## src/rtl/backend_seq.sv

```systemverilog
`default_nettype none
// ----------------------------------------------------------------------------
// backend_seq : AFE backend startup sequencer (serial gain load, VCO/amp reset
//               release, VCO frequency comparison).            Rev 1.0
// ----------------------------------------------------------------------------
module backend_seq #(
  parameter int NCH    = 2,
  parameter int GW     = 3,
  parameter int CNT_W  = 8,
  parameter int T_VCO  = 20,
  parameter int T_MEAS = 64
) (
  input  logic              i_clk,
  input  logic              i_resetbAll,
  input  logic              i_sclk,
  input  logic              i_sdin,
  input  logic              i_clk_vco1,
  input  logic              i_clk_vco2,
  input  logic              i_restart,
  output logic [NCH*GW-1:0] o_gain,
  output logic [NCH-1:0]    o_resetb,
  output logic              o_resetbvco1,
  output logic              o_resetbvco2,
  output logic              o_vco1_fast,
  output logic              o_ready,
  output logic              o_busy
);

  localparam int NW    = NCH * GW;
  localparam int TMAX0 = (T_VCO > T_MEAS) ? T_VCO : T_MEAS;
  localparam int TMAX  = (TMAX0 > 4) ? TMAX0 : 4;
  localparam int TW    = $clog2(TMAX + 1);
  localparam int BW    = $clog2(NW + 1);

  typedef enum logic [2:0] {
    S_SHIFT    = 3'd0,
    S_SETTLE   = 3'd1,
    S_VCO_EN   = 3'd2,
    S_VCO_WAIT = 3'd3,
    S_AMP_EN   = 3'd4,
    S_MEAS     = 3'd5,
    S_CMP      = 3'd6,
    S_DONE     = 3'd7
  } state_t;

  // Bit 3 (sdin) is synchronised alongside sclk so data and strobe stay aligned.
  logic [3:0] async_in;
  logic [3:0] meta_q;
  logic [3:0] sync_q;
  logic [2:0] prev_q;
  logic [2:0] rise;
  logic       sclk_rise;
  logic       vco1_rise;
  logic       vco2_rise;
  logic       sdin_s;

  assign async_in  = {i_sdin, i_clk_vco2, i_clk_vco1, i_sclk};
  assign rise      = sync_q[2:0] & ~prev_q;
  assign sclk_rise = rise[0];
  assign vco1_rise = rise[1];
  assign vco2_rise = rise[2];
  assign sdin_s    = sync_q[3];

  always_ff @(posedge i_clk or negedge i_resetbAll) begin
    if (!i_resetbAll) begin
      meta_q <= '0;
      sync_q <= '0;
      prev_q <= '0;
    end else begin
      meta_q <= async_in;
      sync_q <= meta_q;
      prev_q <= sync_q[2:0];
    end
  end

  state_t           state_q,   state_d;
  logic [BW-1:0]    bitcnt_q,  bitcnt_d;
  logic [NW-1:0]    shreg_q,   shreg_d;
  logic [TW-1:0]    tmr_q,     tmr_d;
  logic [CNT_W-1:0] cnt1_q,    cnt1_d;
  logic [CNT_W-1:0] cnt2_q,    cnt2_d;
  logic [NW-1:0]    gain_q,    gain_d;
  logic [NCH-1:0]   rstb_q,    rstb_d;
  logic             vcorstb_q, vcorstb_d;
  logic             fast_q,    fast_d;
  logic             ready_q,   ready_d;
  logic             busy_q,    busy_d;

  always_ff @(posedge i_clk or negedge i_resetbAll) begin
    if (!i_resetbAll) begin
      state_q   <= S_SHIFT;
      bitcnt_q  <= '0;
      shreg_q   <= '0;
      tmr_q     <= '0;
      cnt1_q    <= '0;
      cnt2_q    <= '0;
      gain_q    <= '0;
      rstb_q    <= '0;
      vcorstb_q <= 1'b0;
      fast_q    <= 1'b0;
      ready_q   <= 1'b0;
      busy_q    <= 1'b1;
    end else begin
      state_q   <= state_d;
      bitcnt_q  <= bitcnt_d;
      shreg_q   <= shreg_d;
      tmr_q     <= tmr_d;
      cnt1_q    <= cnt1_d;
      cnt2_q    <= cnt2_d;
      gain_q    <= gain_d;
      rstb_q    <= rstb_d;
      vcorstb_q <= vcorstb_d;
      fast_q    <= fast_d;
      ready_q   <= ready_d;
      busy_q    <= busy_d;
    end
  end

  always_comb begin
    state_d   = state_q;
    bitcnt_d  = bitcnt_q;
    shreg_d   = shreg_q;
    tmr_d     = tmr_q;
    cnt1_d    = cnt1_q;
    cnt2_d    = cnt2_q;
    gain_d    = gain_q;
    rstb_d    = rstb_q;
    vcorstb_d = vcorstb_q;
    fast_d    = fast_q;
    ready_d   = 1'b0;
    busy_d    = 1'b1;

    unique case (state_q)
      S_SHIFT: begin
        if (sclk_rise) begin
          shreg_d = (shreg_q << 1) | NW'(sdin_s);
          if (bitcnt_q == BW'(NW - 1)) begin
            bitcnt_d = '0;
            tmr_d    = '0;
            state_d  = S_SETTLE;
          end else begin
            bitcnt_d = bitcnt_q + BW'(1);
          end
        end
      end

      S_SETTLE: begin
        if (tmr_q == TW'(3)) begin
          tmr_d   = '0;
          gain_d  = shreg_q;
          state_d = S_VCO_EN;
        end else begin
          tmr_d = tmr_q + TW'(1);
        end
      end

      S_VCO_EN: begin
        vcorstb_d = 1'b1;
        tmr_d     = '0;
        state_d   = S_VCO_WAIT;
      end

      S_VCO_WAIT: begin
        if (tmr_q == TW'(T_VCO - 1)) begin
          tmr_d   = '0;
          state_d = S_AMP_EN;
        end else begin
          tmr_d = tmr_q + TW'(1);
        end
      end

      S_AMP_EN: begin
        rstb_d  = '1;
        cnt1_d  = '0;
        cnt2_d  = '0;
        tmr_d   = '0;
        state_d = S_MEAS;
      end

      S_MEAS: begin
        // Counters stick at all-ones so a very fast VCO cannot wrap to a small value.
        if (vco1_rise && (cnt1_q != '1)) cnt1_d = cnt1_q + CNT_W'(1);
        if (vco2_rise && (cnt2_q != '1)) cnt2_d = cnt2_q + CNT_W'(1);
        if (tmr_q == TW'(T_MEAS - 1)) begin
          tmr_d   = '0;
          state_d = S_CMP;
        end else begin
          tmr_d = tmr_q + TW'(1);
        end
      end

      S_CMP: begin
        fast_d  = (cnt1_q > cnt2_q);
        state_d = S_DONE;
      end

      S_DONE: begin
        if (i_restart) begin
          state_d   = S_SHIFT;
          bitcnt_d  = '0;
          rstb_d    = '0;
          vcorstb_d = 1'b0;
        end else begin
          ready_d = 1'b1;
          busy_d  = 1'b0;
        end
      end

      default: state_d = S_SHIFT;
    endcase
  end

  assign o_gain       = gain_q;
  assign o_resetb     = rstb_q;
  assign o_resetbvco1 = vcorstb_q;
  assign o_resetbvco2 = vcorstb_q;
  assign o_vco1_fast  = fast_q;
  assign o_ready      = ready_q;
  assign o_busy       = busy_q;

endmodule
`default_nettype wire

```

## config.mk

```make
export PLATFORM = sky130hd
export DESIGN_NAME = backend_seq
export DESIGN_NICKNAME = d
export VERILOG_FILES = /design/src/rtl/backend_seq.sv
export SDC_FILE = /design/constraint.sdc
export NUM_CORES = 1
export LEC_CHECK = 0
export CAP_MARGIN = 20
export CORE_ASPECT_RATIO = 1.75
export CORE_MARGIN = 4
export CORE_UTILIZATION = 58
export CTS_CLUSTER_DIAMETER = 30
export DETAILED_ROUTE_END_ITERATION = 10
export PLACE_DENSITY = 0.8
export SYNTH_ARGS = -nofsm -noshare
export SYNTH_HDL_FRONTEND = slang
export SYNTH_SLANG_ARGS = --single-unit
```

## constraint.sdc

```tcl
create_clock -name i_clk -period 2.4 [get_ports i_clk]
set_clock_uncertainty 0.1 [all_clocks]
set_input_delay 0.72 -clock i_clk [delete_from_list [all_inputs] [get_ports i_clk]]
set_output_delay 0.72 -clock i_clk [all_outputs]
set_load 0.01 [all_outputs]
```

# Word-level counts from Yosys, hierarchy flattened
# Cells that the tools add are included.
totals:
  regBits: 58
  in_bits: 7
  elab_cells: 90
  output_inout_bits: 13
op_classes:
  bitwise_logic: 3
  mux: 28
  magnitude_cmp: 1
  reduce_logical: 18
  addsub: 4
  eq_ne: 21
ops:
  columns: ["op", "n"]
  rows:
  - ["2-to-1 mux 7 bit", 5]
  - ["case mux 7 bit (5 select lines)", 1]
  - ["case mux 8 bit (2 select lines)", 2]
  - ["2-to-1 mux 3 bit", 8]
  - ["case mux 3 bit (8 select lines)", 1]
  - ["adder 8 x 1 -> 8 bit, second input constant", 2]
  - ["2-to-1 mux 8 bit", 2]
  - ["!= test 2 bit, second input constant", 8]
  - ["!= test 8 bit, second input constant", 2]
  - ["== test 3 bit, second input constant", 5]
  - ["AND reduction 2 bit", 6]
  - ["greater-than comparator 8 bit", 1]
  - ["nonzero test 2 bit", 4]
  - ["adder 7 x 1 -> 7 bit, second input constant", 1]
  - ["== test 7 x 2 -> 1 bit, second input constant", 1]
  - ["== test 7 x 5 -> 1 bit, second input constant", 1]
  - ["== test 7 x 6 -> 1 bit, second input constant", 1]
  - ["== test 3 x 2 -> 1 bit, second input constant", 2]
  - ["OR 6 x 1 -> 6 bit", 1]
  - ["case mux 3 bit (2 select lines)", 1]
  - ["AND reduction 3 bit", 2]
  - ["AND reduction 6 bit", 1]
  - ["2-to-1 mux 1 bit", 5]
  - ["nonzero test 5 bit", 1]
  - ["other kinds (10)", 11]

# Longest topological paths before layout
logic_depth:
  depth_word: 5
  depth_mapped: 6
  ltp_nobuf: 6

# Worst setup path after synthesis
# No wires, ideal clock.
synth_path:
  path_kind: "register to register"
  start: "register tmr_q[0]"
  end: "register gain_q[0] (netlist: o_gain[0])"
  period_less_slack_ps: 1902
  n_path_buf: 1
  path_stages_with_launch: 7
  required_ps: 2175
  setup_time_ps: 125
  path_slack_ps: 498
  t_arrival_ps: 1677
  path_cell_list: "dfrtp_1 -> ha_1 -> and2b_1 -> nand3_2 -> or4_4 -> buf_6 -> mux2_4"
synth_between:
  elab_chain_len: 2
synth_lines:
  columns: ["item", "line", "rtl"]
  rows:
  - ["start, declared", "79", "logic [TW-1:0] tmr_q, tmr_d;"]
  - ["start signal, assigned", "107", "tmr_q <= tmr_d;"]
  - ["== test 7 x 2 -> 1 bit", "148", "if (tmr_q == TW'(3)) begin"]
  - ["AND reduction 2 bit (no source line)", null, null]
  - ["end signal, assigned", "110", "gain_q <= gain_d;"]
  - ["end, declared", "82", "logic [NW-1:0] gain_q, gain_d;"]
# No other way between the ends.
# A chain may end at the register's enable or synchronous reset.

# Worst setup path in the final report
layout_path:
  start: "register busy_q (netlist: o_busy)"
  end: "output o_busy"
layout_rtl:
  columns: ["item", "line", "rtl"]
  rows:
  - ["start, declared", "87", "logic busy_q, busy_d;"]
  - ["start signal, assigned", "115", "busy_q <= busy_d;"]
  - ["end, declared", "26", "output logic o_busy"]
# No word-level cell between the ends.

==> reports/summary.txt <==
Floorplan die area -> 6140 µm²
Count of unique library cells instantiated by Yosys -> 58
Number of nets with antenna violations after routing -> 0
Clock Sinks -> 57
Power Internal -> 1.53 mW
Clock transition time at the flip-flop clock pins of the worst setup and hold paths -> 0.07 ns
Number of antenna cells inserted -> 0
Share of async-settable or async-resettable flops after synthesis -> 100%
Top-level port count -> 20
Sequential share of power -> 51.2%
Maximum count of clock buffers along a single path -> 2
Met3 Use GR -> 4.74%
Met1 Usage GRT -> 22.5%
Total of warnings raised by yosys -> 0
Final period demand of the worst path -> 2.19 ns
Critical path required time -> 1.58 ns
Accumulated negative setup slack -> 0 ns
Primary FF master, synth -> dfrtp_1
Cell count along the critical path -> 1
Reported leakage power -> 1.48 nW
Final Max Tran Viols -> 0
IR drop worst, VDD -> 0.000461 V
CTS tree -> yes
Crit path cell chain -> clkdlybuf4s50_1
Portion of the post-synthesis area used by sequential elements -> 50.2%
Library cell occupying the most area in the post-synthesis netlist -> dfrtp_1
Number of antenna violations at the first check in global routing -> 0
Fin crit share -> 91.4%
Maximum frequency from static timing analysis -> 456 MHz
Crit path max fanout -> 1
IO Port Bufs -> 19
Power dissipated by switching net loads -> 0.622 mW
Combinational share of power -> 14.0%
Count of instances resized after the clock tree is built -> 0
Maximum Capacitance Violations -> 0
Share of post-route cells with drive strength above 1 -> 16.0%
Status -> finished, final reports clean
Setup slack of the critical path after layout -> 0.206 ns
Routed WL -> 5.83 mm
Slew margin rel. -> 58.8%
Syn Std Cell Area -> 2850 µm²
Worst setup SP type -> flip-flop
Worst stage delay on the critical path -> 0.53 ns
Largest net degree at the start of global routing -> 41
Area Overhead vs Synth -> 14.7%
Setup violators final -> 0
Die boundary height -> 101 µm
Number of enable-type register cells in the synthesized netlist -> 0
Peak-usage layer in the global routing report -> met2
Worst hold-check path type -> in -> async
Initial core utilization -> 60.5%
Worst slack after detailed placement -> 0.397 ns
Number of cells traversed by the worst register-to-register path -> 5
Worst-Margin Slew -> 0.618 ns
Total design power -> 2.15 mW
Critical path data arrival time -> 1.37 ns
Switching power share of the total -> 28.9%
Cts-stage hold buffer count -> 0
Placed inst area -> 3100 µm²
TritonRoute pass-1 iters -> 4
Total of flip-flops plus latches after synthesis -> 57
Post-CTS repair timing setup buffer count -> 0
Share of the synthesized area in the top cell type -> 49.2%
PD cells -> 659 nW/µm²
Synthesized area divided by synthesized cell count -> 10.9 µm²
Setup repair after global routing missed its margin -> no
GRT met2 Usage -> 37.5%
Biggest area contributors in the synthesized netlist -> dfrtp_1 (49%), ha_1 (4.8%), mux2_4 (3.2%)
TritonCTS buffer count -> 9
Violation count after the first detailed-routing iteration -> 90
Worst Setup End Kind -> output port
H-tree depth -> 3
Routed len/inst -> 16.8 µm
Gr ovfl total -> 0
Net total in the final layout -> 307
Global-route wire length before repair -> 9.60 mm
Sum of buffers and inverters on the critical path -> 1
Post-DP HPWL -> 4.29 mm
Vias -> 2137
Top cell family by delay on the critical path -> buffers and inverters
Clock Latency Late Sink -> 0.34 ns
Total track usage -> 21.4%
Root Driver -> clkbuf_8
Weighted congestion reported at the end of routability-driven placement -> 0.864
Via count of the first global-routing pass -> 2151
Standard-cell rows -> 33
Number of nets in the synthesized netlist -> 280
Overall die width -> 61.0 µm
Area of the core region -> 4710 µm²
Count of unresolved DRC violations after routing -> 0
Cell at the slowest stage of the critical path -> clkdlybuf4s50_1
Finished layout cell area -> 3270 µm²
Clock group share of total power -> 34.8%
WS Path Type -> reg -> out
Post-synthesis cell count -> 262
Via density per instance -> 6.18
Final number of hold-violating endpoints -> 0
-- path summary, 6_finish.rpt --
path | end | slack (ns) | startpoint
hold reg to reg | sync_q[2] | 0.25 | meta_q[2]
setup reg to reg | bitcnt_q[1] | 0.37 | state_q[2]
setup / recovery | o_busy | 0.21 | o_busy
min in group i_clk | sync_q[2] | 0.25 | meta_q[2]
max in group asynchronous | o_busy | 1.38 | i_resetbAll
hold / removal | cnt2_q[4] | 0.21 | i_resetbAll
-- state kept, by name, summed over array words and instances (netlist names), 3 cells and up --
name / flops
cnt1_q: 8
bitcnt_q: 3
cnt2_q: 8
meta_q: 4
sync_q: 4
state_q: 3
tmr_q: 7
shreg_q: 6
prev_q: 3
o_gain: 6
-- synth_stat cells, types with 4 or more instances --
library cell	number
dfrtp_1	56
nand2_1	24
a21oi_1	13
inv_1	13
nand3_1	13
ha_1	11
nor2_1	11
o21ai_0	10
and3_1	7
mux2_2	7
mux2_4	6
o2bb2ai_1	6
nand4_1	4
nor3_1	4
nor4_1	4
or3_1	4
-- power by group through the flow --
stage / logic [mW] / registers, mW / clock network [mW]
6_report: 0.302 / 1.10 / 0.748
3_5_place_dp: 0.300 / 1.12 / 0
2_1_floorplan: 0.222 / 1.09 / 0
4_1_cts: 0.304 / 1.10 / 0.774
5_1_grt: 0.355 / 1.11 / 0.808
3_3_place_gp: 0.289 / 1.12 / 0
-- kinds of logic after synthesis --
kind of cell    after synthesis  share of synthesized area [%]
simple gates                 96                           19.2
flops                        57                           50.2
compound gates               56                           14.1
buf+inv                      22                           3.56
mux                          15                           6.64
fa+ha+maj                    11                           4.84
xor+xnor                      5                           1.54
-- metal layers --
metal,part of all wire (%),up-vias
li1,-,1015
met1,38,1054
met2,56,51
met3,3.4,17
met4,3.0,0
met5,0,-
-- final cells by class --
| class | count | area (µm²) |
|---|---|---|
| Clock inverter | 6 | 36.3 |
| Timing Repair Buffer | 25 | 243 |
| Inverter | 13 | 48.8 |
| Multi-Input combinational cell | 183 | 1320 |
| Clock buffer | 10 | 128 |
| Sequential cell | 57 | 1430 |
| Tap cell | 52 | 65.1 |
| Fill cell | 349 | 1440 |
-- cell usage in the layout (no fill, tap or decap), types with 4 or more instances in the layout --
master / instances
or3_1: 4
clkbuf_8: 9
and3_1: 7
o2bb2ai_1: 6
clkinv_2: 4
buf_4: 5
nand2_1: 24
nor4_1: 4
mux2_2: 7
inv_1: 13
nand4_1: 4
o21ai_0: 10
nor2_1: 11
nor3_1: 4
clkdlybuf4s50_1: 18
dfrtp_1: 56
mux2_4: 6
nand3_1: 13
ha_1: 11
a21oi_1: 13
-- metrics by stage --
stage	hold slack (ns)	utilization [%]	std cells
after floorplan	0.231	-	262
after global placement	0.234	65.9	330
after detailed placement	0.237	65.9	330
after CTS	0.207	69.4	346
after global routing	0.230	69.4	346
final	0.210	69.4	346
Power figures use the tool's default switching activity.
==> RTL edit, RTL diff (config.mk and constraints unchanged) <==
Change the parameter `T_VCO` from 20 to 10.
--- a/src/rtl/backend_seq.sv
+++ b/src/rtl/backend_seq.sv
@@ -7,7 +7,7 @@
   parameter int NCH    = 2,
   parameter int GW     = 3,
   parameter int CNT_W  = 8,
-  parameter int T_VCO  = 20,
+  parameter int T_VCO  = 10,
   parameter int T_MEAS = 64
 ) (
   input  logic              i_clk,
Formal check against the unedited RTL: no difference found for any inputs over 10 cycles, from zero or initial values and one cycle with i_resetbAll low; that may be too few to reach the edited logic, so the function may still have changed.
==> RTL edit against the original RTL <==
- critical path depth is the same
- clock power grew 43%
- final area shrank 0.27%
- total power grew 17%
- via count shrank 2.8%
- highest routed layer unchanged
- routed wire length shrank 8.6%
- core utilization grew 0.43 points
- worst setup slack gained 0.0026 ns
- sequential cell count is the same
- synthesized area shrank 2.8%
- non-clock buffer count grew 2
- combinational power grew 13%
==> RTL edit: results (changes against the original RTL) <==
* Outcome: completed (unchanged)
* R2R cell count at 6 (was 5)
* First-pass GRT wire length at 9010 microns (was 9600 microns)
* Final #Nets at 320 (was 307)
* Iteration-0 DRC Markers at 53 (was 90)
* Library cells used by synthesis at 47 (was 58)
* P_leak at 1.55 nW (was 1.48 nW)
* Via-to-Cell Ratio at 5.80 (was 6.18)
* Number of fill cells at 377 (was 349)
* Largest registers: cnt1_q (8), cnt2_q (8), tmr_q (7) (unchanged)
* R2R Path Start: cnt1_q[0] (was state_q[2])
* Sw Ratio at 25.3% (was 28.9%)
* Synth top area cells: dfrtp_1, ha_1, nand2_1 (was dfrtp_1, ha_1, mux2_4)
* Clk Latency, worst-skew pair at 0.34 ns (about the same)
* Synth cell count leaders: dfrtp_1, nand2_1, o21ai_0 (was dfrtp_1, nand2_1, a21oi_1, inv_1, nand3_1)
* Syn_nets at 293 (was 280)
* TritonCTS Buffers at 9 (unchanged)
* Clock Path Buffers at 2 (unchanged)
* CTS H-Tree Depth at 3 (unchanged)
* Largest net degree at the start of global routing at 28 (was 41)
* Post-Route WL at 5330 microns (was 5830 microns)
* R2r setup slk at 0.23 ns (was 0.37 ns)
* Final Slew Violations at 0 (unchanged)
* Xor/xnor cell area share of the yosys netlist at 0.317% (was 1.54%)
* Met1 Resource Use GR at 20.9% (was 22.5%)
* Number of global-route vias before repair at 2096 (was 2151)
* Area fraction in compound gates after synthesis at 15.0% (was 14.1%)
* Share of cells above drive strength 1 at 12.7% (was 16.0%)
* Worst VDD drop at 0.768 mV (was 0.461 mV)
* DR WL/cell at 14.9 microns (was 16.8 microns)
* DP HPWL at 3880 microns (was 4290 microns)
* Mux cell area share after synthesis at 3.71% (was 6.64%)
* Global placement routability congestion at 0.829 (was 0.864)
* GRT Total Usage at 20.4% (was 21.4%)
* Post-Place Cell Area at 3020 sq um (was 3100 sq um)
* Pre-CTS setup slack at 0.216 ns (was 0.397 ns)
* Placed insts at 342 (was 330)
* Worst Max-Slew Pin Slew at 0.548 ns (was 0.618 ns)
* Avg Cell Area, Syn at 10.1 sq um (was 10.9 sq um)
* Register area share after synthesis at 51.6% (was 50.2%)
* Adder-Cell Fraction of Synth Area at 5.43% (was 4.84%)
* Reg2reg end: cnt1_q[7] (was bitcnt_q[1])
* Met2 usage at 35.3% (was 37.5%)
* Met3 GRT Util at 3.90% (was 4.74%)
RTL edit: cell count changes after synthesis, moves of 3 or more:
cell and change:
a21o_1 +6, a21oi_1 +3, and3_4 +4, inv_1 +3, mux2_4 -5, nand2_1 +10, nor2_1 +5, o21ai_0 +11
o2bb2ai_1 -5, xnor2_1 -3
RTL edit: metrics by stage:
stage / util [%] / hold WS [ns] / power [mW]
final: 69.8 / 0.201 / 2.51
after CTS: 69.8 / 0.190 / 2.55
after global placement: 64.8 / 0.233 / 1.45
after global routing: 69.8 / 0.224 / 2.65
after floorplan: - / 0.231 / 1.36
after detailed placement: 64.8 / 0.239 / 1.47
RTL edit: power by group through the flow:
stage	clock, mW	combinational, mW	sequential (mW)
CTS	1.09	0.346	1.11
finish	1.07	0.340	1.11
global route	1.13	0.396	1.12
detailed placement	0	0.345	1.13
floorplan	0	0.258	1.10
global placement	0	0.332	1.12
RTL edit: layout make-up:
cell class,count,area share [%]
clock buffer,11,4.03
timing repair buffer,27,7.91
tap,52,2.00
multi-input combinational,190,37.2
sequential,57,43.8
inverter,16,1.84
clock inverter,5,3.19
RTL edit: how the worst max path moves through the flow:
stage               startpoint    endpoint  slack, ns  cells after the start
finish                  o_busy      o_busy       0.21                      1
detailed placement   i_restart  state_q[1]       0.22                      4
CTS                     o_busy      o_busy       0.18                      1
global placement     i_restart  state_q[1]       0.26                      4
global route          tmr_q[0]    tmr_q[3]       0.16                      7
floorplan            cnt2_q[0]   cnt2_q[3]       0.37                      6
RTL edit: metal layers:
layer | share of wire [%] | routed length [microns]
met3 | 3.5 | 186
met4 | 3.3 | 178
met1 | 38 | 2020
met2 | 55 | 2940
met5 | 0 | 0
